$ cat src/rtl/mul_seq_nb_if.sv
// Handshake bundle for the sequential multiplier: request side (start/x/y)
// and completion side (busy/done/z).
interface mul_seq_nb_if #(
    parameter int unsigned N = 8
);
    logic             start;
    logic [N-1:0]     x;
    logic [N-1:0]     y;
    logic             busy;
    logic             done;
    logic [2*N-1:0]   z;

    modport master (
        output start,
        output x,
        output y,
        input  busy,
        input  done,
        input  z
    );

    modport slave (
        input  start,
        input  x,
        input  y,
        output busy,
        output done,
        output z
    );
endinterface

$ cat src/rtl/mul_seq_nb.sv
// Sequential shift-add multiplier: N CALC cycles, unsigned or two's-complement.
// Signed operands are reduced to magnitudes up front and the sign is reapplied at FIN.
module mul_seq_nb #(
    parameter int unsigned N      = 8,
    parameter bit          SIGNED = 1'b0
) (
    input  logic          clk,
    input  logic          rst,
    mul_seq_nb_if.slave   bus
);
    localparam int unsigned W    = 2 * N;
    localparam int unsigned CntW = $clog2(N + 1);

    localparam logic [N-1:0]    NOne    = 1;
    localparam logic [W-1:0]    WOne    = 1;
    localparam logic [CntW-1:0] CntOne  = 1;
    localparam logic [CntW-1:0] CntLast = CntW'(N - 1);

    typedef enum logic [1:0] {
        StIdle,
        StCalc,
        StFin
    } state_e;

    state_e          state;
    logic [W-1:0]    mcand;
    logic [N-1:0]    mplier;
    logic [W-1:0]    acc;
    logic [CntW-1:0] cnt;
    logic            neg;
    logic            busy_r;
    logic            done_r;
    logic [W-1:0]    z_r;

    logic [N-1:0]    x_mag;
    logic [N-1:0]    y_mag;
    logic            neg_in;

    // |-2^(N-1)| wraps back to 2^(N-1), which is the right unsigned magnitude.
    always_comb begin
        x_mag  = bus.x;
        y_mag  = bus.y;
        neg_in = 1'b0;
        if (SIGNED) begin
            if (bus.x[N-1]) begin
                x_mag = ~bus.x + NOne;
            end
            if (bus.y[N-1]) begin
                y_mag = ~bus.y + NOne;
            end
            neg_in = bus.x[N-1] ^ bus.y[N-1];
        end
    end

    always_ff @(posedge clk) begin
        if (rst) begin
            state  <= StIdle;
            mcand  <= '0;
            mplier <= '0;
            acc    <= '0;
            cnt    <= '0;
            neg    <= 1'b0;
            busy_r <= 1'b0;
            done_r <= 1'b0;
            z_r    <= '0;
        end else begin
            done_r <= 1'b0;
            unique case (state)
                StIdle: begin
                    if (bus.start) begin
                        mcand  <= {{N{1'b0}}, x_mag};
                        mplier <= y_mag;
                        acc    <= '0;
                        cnt    <= '0;
                        neg    <= neg_in;
                        busy_r <= 1'b1;
                        state  <= StCalc;
                    end
                end
                StCalc: begin
                    if (mplier[0]) begin
                        acc <= acc + mcand;
                    end
                    mcand  <= mcand << 1;
                    mplier <= mplier >> 1;
                    cnt    <= cnt + CntOne;
                    if (cnt == CntLast) begin
                        state <= StFin;
                    end
                end
                StFin: begin
                    // Negating a zero accumulator yields zero, so no negative zero.
                    z_r    <= neg ? (~acc + WOne) : acc;
                    done_r <= 1'b1;
                    busy_r <= 1'b0;
                    state  <= StIdle;
                end
                default: begin
                    state <= StIdle;
                end
            endcase
        end
    end

    assign bus.busy = busy_r;
    assign bus.done = done_r;
    assign bus.z    = z_r;
endmodule
$ cat src/flat_wrapper.sv
// flat-port wrapper written by rule: the top's interface ports become plain ports
module mul_seq_nb_flat 
#(
    parameter int unsigned N      = 8,
    parameter bit          SIGNED = 1'b0
)
  (clk, rst, bus_start, bus_x, bus_y, bus_busy, bus_done, bus_z);
  mul_seq_nb_if #(.N(N)) bus_i ();
  input  logic clk;
  input  logic rst;
  input wire logic [$bits(bus_i.start)-1:0] bus_start;
  input wire logic [$bits(bus_i.x)-1:0] bus_x;
  input wire logic [$bits(bus_i.y)-1:0] bus_y;
  output wire logic [$bits(bus_i.busy)-1:0] bus_busy;
  output wire logic [$bits(bus_i.done)-1:0] bus_done;
  output wire logic [$bits(bus_i.z)-1:0] bus_z;
  assign bus_i.start = bus_start;
  assign bus_i.x = bus_x;
  assign bus_i.y = bus_y;
  assign bus_busy = bus_i.busy;
  assign bus_done = bus_i.done;
  assign bus_z = bus_i.z;
  mul_seq_nb #(.N(N), .SIGNED(SIGNED)) u_core (.clk(clk), .rst(rst), .bus(bus_i));
endmodule
$ cat config.mk
export PLATFORM = sky130hd
export DESIGN_NAME = mul_seq_nb_flat
export DESIGN_NICKNAME = d
export VERILOG_FILES = /design/src/rtl/mul_seq_nb_if.sv /design/src/rtl/mul_seq_nb.sv /design/src/flat_wrapper.sv
export SDC_FILE = /design/constraint.sdc
export NUM_CORES = 1
export LEC_CHECK = 0
export CAP_MARGIN = 10
export CORE_MARGIN = 1
export CORE_UTILIZATION = 30
export DETAILED_ROUTE_END_ITERATION = 16
export GPL_TIMING_DRIVEN = 0
export HOLD_SLACK_MARGIN = 0.12
export PLACE_DENSITY = 0.48
export SLEW_MARGIN = 10
export SYNTH_ARGS = -nofsm -noshare
export SYNTH_HDL_FRONTEND = slang
export SYNTH_SLANG_ARGS = --single-unit
$ cat constraint.sdc
create_clock -name clk -period 3.3 [get_ports clk]
set_clock_uncertainty 0.2 [all_clocks]
set_input_delay 0.495 -clock clk [delete_from_list [all_inputs] [get_ports clk]]
set_output_delay 0.495 -clock clk [all_outputs]
set_load 0.02 [all_outputs]
# Word level (Yosys, flattened, before mapping)
# Index checks and enable logic that the tools add are counted.
[classes] n_addsub=2 n_eq_ne=6 muxes=15 reduce_logical=7
[ops] op="16-bit one-hot mux with 2 select lines" n=2
[ops] op="16-bit 2-to-1 mux" n=3
[ops] op="16-bit adder" n=1
[ops] op="8-bit one-hot mux with 2 select lines" n=1
[ops] op="8-bit 2-to-1 mux" n=1
[ops] op="4-bit one-hot mux with 2 select lines" n=1
[ops] op="2-bit AND reduction" n=3
[ops] op="4-bit by 1-bit adder with 4-bit output, second input constant" n=1
[ops] op="4-bit by 3-bit equality test with 1-bit output, second input constant" n=1
[ops] op="2-bit 2-to-1 mux" n=2
[ops] op="4-bit 2-to-1 mux" n=1
[ops] op="2-bit by 1-bit != test with 1-bit output, second input constant" n=2
[ops] op="2-bit one-hot mux with 2 select lines" n=1
[ops] op="2-bit nonzero test" n=2
[ops] op="3-bit AND reduction" n=1
[ops] op="2-bit by 1-bit equality test with 1-bit output, second input constant" n=1
[ops] op="2-bit equality test, second input constant" n=1
[ops] op="2-bit zero test" n=1
[ops] op="1-bit 2-to-1 mux" n=2
[ops] op="2-bit != test, second input constant" n=1
[ops] op="1-bit one-hot mux with 2 select lines" n=1
[totals] reg_bits=64 input_bits=19 out_inout_bits=18 word_cells=38

# Longest topological paths before layout
# Gate-level depths: netlist of the first run.
[depth] word_depth=3 mapped_depth=8 depth_no_buf=8

# Worst setup path after synthesis of the first run
# No wires, ideal clock.
[synth_timing] kind="reg-to-reg" from="reg u_core.mcand[0]" to="reg u_core.acc[12]" setup_time_ns=0.079 arrival_time_ns=2.044 t_required_ns=3.021 path_slack_ns=0.977 stages_incl_launch_ff=9 path_buffers=0 synth_period_minus_slack_ns=2.323 cell_sequence="dfxtp_1 > ha_1 > inv_1 > fa_1 > and2b_2 > o2111ai_1 > a211o_2 > a311o_1 > o211ai_1"
[synth_via] elab_chain_len=3
[synth_lines] item="from (decl)" line="mul_seq_nb.sv:26" source="logic [W-1:0] mcand;"
[synth_lines] item="from (signal assigned)" line="mul_seq_nb.sv:71" source="mcand <= {{N{1'b0}}, x_mag};"
[synth_lines] item="from (signal assigned)" line="mul_seq_nb.sv:84" source="mcand <= mcand << 1;"
[synth_lines] item="16-bit adder" line="mul_seq_nb.sv:82" source="acc <= acc + mcand;"
[synth_lines] item="16-bit 2-to-1 mux" line="mul_seq_nb.sv:81" source="if (mplier[0]) begin"
[synth_lines] item="16-bit one-hot mux with 2 select lines" line="mul_seq_nb.sv:68" source="unique case (state)"
[synth_lines] item="to (signal assigned)" line="mul_seq_nb.sv:82"
[synth_lines] item="to (decl)" line="mul_seq_nb.sv:28" source="logic [W-1:0] acc;"
# No other way between the ends. The select of a mux whose other input is x is not followed.
# A chain may end at the register's enable or synchronous reset.

# Worst setup path after layout of the first run
[layout_timing] from="reg u_core.acc[0]" to="reg u_core.acc[12]"
[layout_via] elab_chain_len=3
[layout_lines] item="16-bit adder" line="mul_seq_nb.sv:82"
[layout_lines] item="16-bit 2-to-1 mux" line="mul_seq_nb.sv:81"
[layout_lines] item="16-bit one-hot mux with 2 select lines" line="mul_seq_nb.sv:68"
# No other way between the ends. The select of a mux whose other input is x is not followed.

==> impl_metrics.json, run 1 <==
{
  "outcome": "completed",
  "die_h_um": 102,
  "grt_overflow_total": 0,
  "worst_setup_path_end_kind": "flip-flop",
  "post-route-period-util_pct": 80.9,
  "p_per_area_nw_per_um2": 445,
  "pre_cts_slack_ns": 0.577,
  "numClockSinks": 64,
  "post_cts_buffers": 0,
  "cts_buffers": 9,
  "wl_mm": 7.60,
  "antenna_found_initial": 0,
  "dp_hpwl_mm": 5.55,
  "dp_cells": 520,
  "cts_buffer_depth": 2,
  "io_buffer_count": 36,
  "drt_pass1_iterations": 6,
  "fin_cells": 536,
  "clk_latency_ns": 0.34,
  "seq_power_share_pct": 48.8,
  "hold_viol_final": 0,
  "worst_hold_path_type": "flip-flop to flip-flop",
  "start_util_pct": 31.0,
  "drt_iter0_drc": 79,
  "clkPwrFrac_pct": 41.0,
  "detail-route-antenna-nets": 0,
  "p_int_w": 0.00125,
  "grt_max_degree": 11,
  "path_class": "flip-flop to flip-flop",
  "period_minus_slack_ns": 2.67,
  "h-tree-depth": 3,
  "drv_cap": 0,
  "syn_inst": 351,
  "drive_gt1_share_pct": 7.69,
  "synth_ff_type": "dfxtp_1",
  "dieArea_um2": 10500,
  "p_switching_w": 0.000420,
  "slew_headroom_pct": 26.8,
  "crit_fanout": 5,
  "setup_viol": 0,
  "cp-start-kind": "flip-flop",
  "areaGrowthSynthToFinish_pct": 24.0,
  "final_max_slew_viol_count": 0,
  "avgRoutedWirePerCell_um": 14.2,
  "core_um2": 9770,
  "max_freq_mhz": 375,
  "cts-root-buf": "clkbuf_8",
  "cts_tree": "built",
  "synthesis.area_um2": 3030,
  "viasPerCell": 5.01,
  "grt_pass1_vias": 2516,
  "cp_data_required_time_ns": 3.37,
  "grt_setup_unrepaired": "false",
  "hold_buffers": 0,
  "synthesis.nets": 387,
  "die_x_um": 102,
  "peakVddDrop_v": 0.000217,
  "antenna_cells": 0,
  "globalRouteTotalUtil_pct": 15.6,
  "gp_congestion": 0.856,
  "tns_ns": 0,
  "final_core_util_pct": 38.4,
  "synth-edff-count": 0,
  "dr_total_vias": 2688,
  "io_pins": 37,
  "path_clk_slew_ns": 0.07,
  "setup_ws_ns": 0.632,
  "arrival_ns": 2.74,
  "cts.repair.resized": 0,
  "hold_ws_ns": 0.264,
  "worst_pin_slew_ns": 1.10,
  "syn_area_per_cell_um2": 8.63,
  "combPwrFrac_pct": 10.2,
  "nets": 434,
  "synth_cell_types": 50,
  "synth-seq-cells": 64,
  "ys_warn_count": 0,
  "grt_first_pass_wirelength_mm": 12.5,
  "rows": 36,
  "leakagePower_nw": 1.47,
  "async_reset_ff_share_pct": 0,
  "drc": 0,
  "ys_seq_area_share_pct": 42.3,
  "netSwitchingFraction_pct": 25.1
}
-- layout make-up --
type,instances,area [µm²]
fillers,1028,6020
multi-input cells,260,1640
flip-flops and latches,64,1280
repair buffers,36,360
well taps,133,166
clock buffers,13,159
plain buffers,19,77.6
clock inverters,3,40.0
inverters,8,30.0
-- cells by family after synthesis --
logic type                 Yosys count  synth area share, %
xor gates and xnor gates             6                 1.73
AOI/OAI and AO/OA                  101                 23.0
and+or+nand+nor                    135                 21.8
adders and majority gates           17                 7.27
muxes                                1                0.372
buffers and inverters               27                 3.55
DFF                                 64                 42.3
-- worst paths after layout --
kind,start,to,slack (ns),depth (start not counted)
max,u_core.acc[0]$_SDFFE_PP0P_,u_core.acc[12]$_SDFFE_PP0P_,0.63,8
min reg2reg,u_core.mplier[6]$_SDFFE_PP0P_,u_core.mplier[6]$_SDFFE_PP0P_,0.26,2
max reg2reg,u_core.acc[0]$_SDFFE_PP0P_,u_core.acc[12]$_SDFFE_PP0P_,0.63,8
min,u_core.mplier[6]$_SDFFE_PP0P_,u_core.mplier[6]$_SDFFE_PP0P_,0.26,2
-- per-layer routing --
layer / vias to the layer above / GRT usage, % / share of wire (%)
met4: 0 / 6.26 / 1.3
met1: 1245 / 20.8 / 51
met3: 8 / 3.28 / 4.0
li1: 1379 / - / -
met2: 56 / 24.6 / 44
met5: - / 0 / 0
-- power by group through the flow --
stage	clock [W]	combinational, W	sequential (W)
floorplan	0	0.000111	0.000827
global placement	0	0.000171	0.000833
detailed placement	0	0.000171	0.000833
CTS	0.000705	0.000172	0.000815
global route	0.000745	0.000191	0.000818
finish	0.000686	0.000170	0.000816
-- metrics by stage --
stage	total power [W]	area [µm²]
detailed placement	0.00100	3560
floorplan	0.000938	3030
CTS	0.00169	3750
finish	0.00167	3750
global route	0.00175	3750
global placement	0.00100	3560
-- synthesized netlist by cell type, drive strengths merged, types with 2 or more instances --
library cell,count,area (µm²)
inv,8,30.0
nand2b,2,12.5
a211o,2,18.8
nor2b,2,12.5
o21a,3,22.5
a211oi,2,15.0
and2b,2,17.5
ha,16,200
clkbuf,13,48.8
xnor2,4,35.0
xor2,2,17.5
a22oi,7,52.6
nand4,6,37.5
nand2,29,109
nor3b,3,32.5
a22o,17,149
nor3,3,26.3
nand3,15,75.1
nor4,11,68.8
o21ai,11,55.1
or2,2,12.5
or3,3,18.8
a21o,8,61.3
dfxtp,64,1280
a32o,3,30.0
nor2,50,188
a21oi,35,175
nand3b,4,30.0
buf,6,28.8
o211ai,3,22.5
-- sequential cells by signal, indices dropped and copies added, names as in the netlist --
register and count:
u_core.acc 16, u_core.cnt 4, u_core.state 2, u_core.bus.done 1, u_core.bus.z 16, u_core.bus.busy 1
u_core.mplier 8, u_core.mcand 16
-- critical path, stage by stage (launching register included) --
cell and delay (ns):
dfxtp_1 0.43, ha_1 0.24, inv_1 0.07, fa_1 0.37
and2b_2 0.24, o2111ai_1 0.27, a211o_2 0.40, a311o_1 0.31
o211ai_1 0.07
-- cell usage in the layout (no fill, tap or decap), types with 15 or more instances in the layout --
master	instances
a21oi_1	35
a22o_1	17
clkbuf_1	15
clkdlybuf4s50_1	36
dfxtp_1	64
ha_1	16
nand2_1	29
nand3_1	15
nor2_1	50
No activity file was read; power rests on OpenSTA's default activity.
==> run 2: changes to the inputs <==
- clock period: 3.3 -> 2.7 ns (I/O delays scaled with it)
==> run 2 against run 1 <==
  * Core utilization increased by 0.13 points
  * Cell area up 0.33%
  * Via count down 0.93%
  * Largest cell class unchanged
==> impl_metrics.json, run 2 (synthesis results as in run 1) <==
{
  "outcome": "completed",
  "setup_viol": 0,
  "period_minus_slack_ns": 2.60,
  "ff_latch_area_um2": 1280,
  "cts-root-buf": "clkbuf_8",
  "final_core_util_pct": 38.5,
  "tns_ns": 0,
  "leakagePower_nw": 1.47,
  "worst_pin_slew_ns": 1.10,
  "clk_latency_ns": 0.34,
  "num-fill-cells": 1027,
  "crit_fanout": 5,
  "worst_hold_path_type": "flip-flop to flip-flop",
  "cp_data_required_time_ns": 2.77,
  "gp_congestion": 0.856,
  "core_um2": 9770,
  "path_class": "flip-flop to flip-flop",
  "max_freq_mhz": 385,
  "finalPower_w": 0.00204,
  "dp_cells": 520,
  "multi_input_area_um2": 1650,
  "die_x_um": 102,
  "r2r_slack_ns": 0.1,
  "viasPerCell": 4.97,
  "fin_cells": 536,
  "path_clk_slew_ns": 0.07,
  "slew_headroom_pct": 26.2,
  "drive_gt1_share_pct": 8.44,
  "dieArea_um2": 10500,
  "mostFrequentLayoutCell": "dfxtp_1",
  "endpoint": "u_core.acc[12]$_SDFFE_PP0P_",
  "grt_overflow_total": 0,
  "grt_setup_unrepaired": "false",
  "hold_viol_final": 0,
  "drc": 0,
  "rows": 36,
  "grt_first_pass_wirelength_mm": 12.5,
  "drv_cap": 0,
  "h-tree-depth": 3,
  "antenna_cells": 0,
  "areaGrowthSynthToFinish_pct": 24.4,
  "arrival_ns": 2.67,
  "grt_pass1_vias": 2516,
  "post-route-period-util_pct": 96.3,
  "io_pins": 37,
  "dp_hpwl_mm": 5.55,
  "regToRegEndpoint": "u_core.acc[12]$_SDFFE_PP0P_",
  "cts_buffers": 9,
  "dr_total_vias": 2663,
  "setup_ws_ns": 0.0998,
  "post_cts_buffers": 0,
  "cp-start-kind": "flip-flop",
  "cts_tree": "built",
  "io_buffer_count": 36,
  "nets": 434,
  "drt_iter0_drc": 75,
  "drt_pass1_iterations": 4,
  "avgRoutedWirePerCell_um": 14.1,
  "antenna_found_initial": 0,
  "globalRouteTotalUtil_pct": 15.6,
  "detail-route-antenna-nets": 0,
  "die_h_um": 102,
  "p_per_area_nw_per_um2": 542,
  "final_cell_mix": "63 x dfxtp_1, 50 x nor2_1, 36 x clkdlybuf4s50_1, 35 x a21oi_1, 29 x nand2_1",
  "timing.rr.start": "u_core.acc[0]$_SDFFE_PP0P_",
  "wl_mm": 7.58,
  "worst_setup_path_end_kind": "flip-flop",
  "start_util_pct": 31.0,
  "peakVddDrop_v": 0.000265,
  "startpoint": "u_core.acc[0]$_SDFFE_PP0P_",
  "grt_max_degree": 11,
  "numClockSinks": 64,
  "hold_buffers": 0,
  "cts.repair.resized": 0,
  "rr_worst_depth": 8,
  "pre_cts_slack_ns": 0.0382,
  "cts_buffer_depth": 2,
  "final_max_slew_viol_count": 0
}
run 2: changes by cell type in the layout (fill, tap and decap cells not counted):
cell       before  now
o2111ai_1       1    0
o2111ai_2       0    1
dfxtp_2         0    1
a211oi_2        0    1
a211oi_1        2    1
dfxtp_1        64   63
run 2: stage by stage:
stage          hold WS (ns)  instance area (µm²)
3_3_place_gp          0.249                 3560
2_1_floorplan         0.236                 3030
3_5_place_dp          0.253                 3560
5_1_grt               0.287                 3770
4_1_cts               0.264                 3750
6_report              0.264                 3770
run 2: worst min path at each step:
stage	start	to	slack, ns	cells after the start
3_3_place_gp	u_core.mplier[5]$_SDFFE_PP0P_	u_core.mplier[5]$_SDFFE_PP0P_	0.25	2
6_report	u_core.mplier[6]$_SDFFE_PP0P_	u_core.mplier[6]$_SDFFE_PP0P_	0.26	2
4_1_cts	u_core.mplier[6]$_SDFFE_PP0P_	u_core.mplier[6]$_SDFFE_PP0P_	0.26	2
5_1_grt	u_core.bus.z[1]$_SDFFE_PP0P_	u_core.bus.z[1]$_SDFFE_PP0P_	0.29	1
2_1_floorplan	u_core.mplier[6]$_SDFFE_PP0P_	u_core.mplier[6]$_SDFFE_PP0P_	0.24	2
3_5_place_dp	u_core.mplier[6]$_SDFFE_PP0P_	u_core.mplier[6]$_SDFFE_PP0P_	0.25	2
run 2: final cells by class:
class                   count  area share [%]
inverters                   8           0.797
plain buffers              19            2.06
multi-input cells         260            43.8
clock buffers              13            4.22
repair buffers             36            9.56
well taps                 133            4.42
clock inverters             3            1.06
flip-flops and latches     64            34.0
run 2: power breakdown:
| group | switching [W] | internal [W] | leakage [nW] |
|---|---|---|---|
| Clock | 0.000361 | 0.000475 | 0.103 |
| Combinational | 0.000126 | 0.0000829 | 0.847 |
| Sequential | 0.0000235 | 0.000973 | 0.520 |
| Total | 0.000510 | 0.00153 | 1.47 |
run 2: layer usage:
layer  wire, µm  global-route usage [%]  vias up
met5          0                       0        -
met1       3890                    20.8     1225
met4        160                    6.26        0
met3        252                    3.28       13
li1           -                       -     1376
met2       3270                    24.6       49
run 2: critical path, stage by stage (launching register included):
cell and delay [ns]:
dfxtp_1 0.43, ha_1 0.24, inv_1 0.07, fa_1 0.37, and2b_2 0.26, o2111ai_2 0.22, a211o_2 0.37, a311o_1 0.31
o211ai_1 0.07
==> run 3: changes to the inputs <==
==> constraint.sdc (replaced) <==
create_clock -name clk -period 2.7 [get_ports clk]
set_clock_uncertainty 0.2 [all_clocks]
set_input_delay 0.405 -clock clk [delete_from_list [all_inputs] [get_ports clk]]
set_output_delay 0.405 -clock clk [all_outputs]
set_load 0.1 [all_outputs]
==> results of run 3 <==
The final DEF is identical to that of run 2. Status: completed.
Main changes from that run: total power 0.00204 W -> 0.00205 W
==> RTL change (settings of run 2) <==
`N` is set to 8 in 3 places; all go to 32.
--- a/src/rtl/mul_seq_nb_if.sv
+++ b/src/rtl/mul_seq_nb_if.sv
@@ -1,7 +1,7 @@
 // Handshake bundle for the sequential multiplier: request side (start/x/y)
 // and completion side (busy/done/z).
 interface mul_seq_nb_if #(
-    parameter int unsigned N = 8
+    parameter int unsigned N = 32
 );
     logic             start;
     logic [N-1:0]     x;
--- a/src/rtl/mul_seq_nb.sv
+++ b/src/rtl/mul_seq_nb.sv
@@ -1,7 +1,7 @@
 // Sequential shift-add multiplier: N CALC cycles, unsigned or two's-complement.
 // Signed operands are reduced to magnitudes up front and the sign is reapplied at FIN.
 module mul_seq_nb #(
-    parameter int unsigned N      = 8,
+    parameter int unsigned N      = 32,
     parameter bit          SIGNED = 1'b0
 ) (
     input  logic          clk,
--- a/src/flat_wrapper.sv
+++ b/src/flat_wrapper.sv
@@ -1,7 +1,7 @@
 // flat-port wrapper written by rule: the top's interface ports become plain ports
 module mul_seq_nb_flat 
 #(
-    parameter int unsigned N      = 8,
+    parameter int unsigned N      = 32,
     parameter bit          SIGNED = 1'b0
 )
   (clk, rst, bus_start, bus_x, bus_y, bus_busy, bus_done, bus_z);
Interface: changed (resized bus_x, bus_y and bus_z); port bits go from 37 to 133. The function was not compared with the original's and may differ.
==> RTL change against run 2 <==
The run now ends with setup timing left. Synthesized area rose to 4.0 times the old value. Wire length rose to 5.4 times the old value. Power rose to 4.2 times the old value. Worst setup slack worse by 0.65 ns. Final cell count increased to 4.2 times the old value. Sequential cell count up 170. Design area rose to 4.4 times the old value. Largest power group is now the clock network.
==> RTL change: results (changes against run 2) <==
status=complete, but fails checks (was completed); failing checks=setup timing; Buffers, non-clock=286 (was 55); CTS buffer count=28 (was 9); multi-input gates=1145 (was 260); Layout Nets=1850 (was 434); overall power=8.52 mW (was 2.04 mW); Seq/Total Area, Yosys=0.390 (was 0.423); clock group power=3.88 mW (was 836 µW); Highest Signal Layer=met5 (was met4); final cell count without fillers=2256 (was 536); Inverters=23 (was 8); DR vias/cell=5.22 (was 4.97); final worst slack=-0.551 ns (was 0.0998 ns); combinational power share=0.114 (was 0.102); fraction of layout cells with a size suffix above 1=0.183 (was 0.0844); Mapped Avg Cell Area=7.98 µm² (was 8.63 µm²); M1 GR Usage=0.269 (was 0.208); first-pass GRT wire length=64500 µm (was 12500 µm); multi-input combinational area share=0.476 (was 0.438); XOR/XNOR Fraction of Synth Area=0.0401 (was 0.0173); hold crit path type=in2reg (was reg2reg); root buffer cell=clkbuf_16 (was clkbuf_8); drt pass-1 iters=5 (was 4); DP Cell Count=2154 (was 520); arrival time at the worst endpoint=3.56 ns (was 2.67 ns); post-synthesis adder-cell area fraction=0.0683 (was 0.0727); Sequential cell area=4750 µm² (was 1280 µm²); measured slew at the worst slew-check pin=0.812 ns (was 1.10 ns); synth cell count leaders=nor2_1 (270), dfxtp_1 (234), nand2_1 (132) (was dfxtp_1 (64), nor2_1 (50), a21oi_1 (35)); Filler cells=3949 (was 1027); Clk Latency, worst-skew pair=0.58 ns (was 0.34 ns); Largest delay share family, worst path=compound AO/OA/AOI/OAI gates (unchanged); count of buffers from port buffering=132 (was 36); Clock Path Buffers=3 (was 2); largest net degree at the start of global routing=15 (was 11); vias in the first global route=11599 (was 2516); Worst VDD drop=488 µV (was 265 µV); Switch Pwr=2.24 mW (was 510 µW); Final GP Congestion=0.875 (was 0.856); endpoints failing setup=38 (was 0); CP peak stage delay=0.46 ns (was 0.43 ns); Layout non-clock buf frac=0.137 (was 0.116); Worst path slowest cell=a2111oi_4 (was dfxtp_1); drt initial violations=612 (was 75); initial antenna violation count=1 (was 0); Synth cell types=70 (was 50); P_leak=6.20 nW (was 1.47 nW); Clock Sinks=234 (was 64); met2 Use GR=0.319 (was 0.246); top cells by area, synth=dfxtp_1 (39%), nor2_1 (8.4%), ha_1 (6.7%), a21oi_1 (5.5%), a22o_1 (4.8%) (was dfxtp_1 (42%), ha_1 (6.6%), nor2_1 (6.2%), a21oi_1 (5.8%), a22o_1 (4.9%)); Synth Area in Compound Gates=0.224 (was 0.230); # clk buffers=38 (was 13); routed wl met2=18600 µm (was 3270 µm); crit-path max FO=2 (was 5); met3 Track Usage GR=0.0302 (was 0.0328); number of H-tree levels=1 (was 3); GRT Total Usage=0.197 (was 0.156); WL met3=1960 µm (was 252 µm); DP Wirelength=30200 µm (was 5550 µm)
[RTL change: cell types whose count changed in the layout (fill, tap and decap cells not counted), sizes merged, moves of 29 or more]
cell and delta:
nor4 +52, ha +48, nor2 +220, clkdlybuf4s50 +96, nand2 +103, xnor2 +29
o21ai +54, a22o +49, buf +69, a21oi +97, dfxtp +170, nand3 +44
clkbuf +90
[RTL change: what timing repair did]
action / 4_1_cts / 5_1_grt
setup buffers: 43 / 23
gates resized for setup: 184 / 92
setup endpoints to repair: 171 / 100
endpoints found under the hold margin: 0 / 0
pin swaps: 60 / 65
[RTL change: stage by stage]
stage / TNS [ns] / cell area [µm²] / worst slack (ns)
after floorplan: -0.271 / 12200 / -0.226
after global placement: -154.68 / 14200 / -1.02
after detailed placement: -154.78 / 14200 / -1.06
after CTS: -7.80 / 16100 / -0.515
after global routing: -14.06 / 16600 / -0.650
final: -9.71 / 16600 / -0.551
[RTL change: logic make-up after synthesis]
group / Yosys count
flip-flops: 234
buffers and inverters: 125
AND/OR/NAND/NOR: 617
adder cells (fa/ha/maj): 65
multiplexers: 5
XOR/XNOR: 55
AO/OA/AOI/OAI: 403
[RTL change: path summary, 6_finish.rpt]
check	startpoint	endpoint	slack (ns)	depth (start not counted)
setup / recovery	u_core.mcand[0]$_SDFFE_PP0P_	u_core.acc[62]$_SDFFE_PP0P_	-0.55	13
hold reg to reg	u_core.acc[33]$_SDFFE_PP0P_	u_core.acc[33]$_SDFFE_PP0P_	0.27	2
hold / removal	bus_y[31]	u_core.mplier[31]$_SDFFE_PP0P_	0.19	3
setup reg to reg	u_core.mcand[0]$_SDFFE_PP0P_	u_core.acc[62]$_SDFFE_PP0P_	-0.55	13
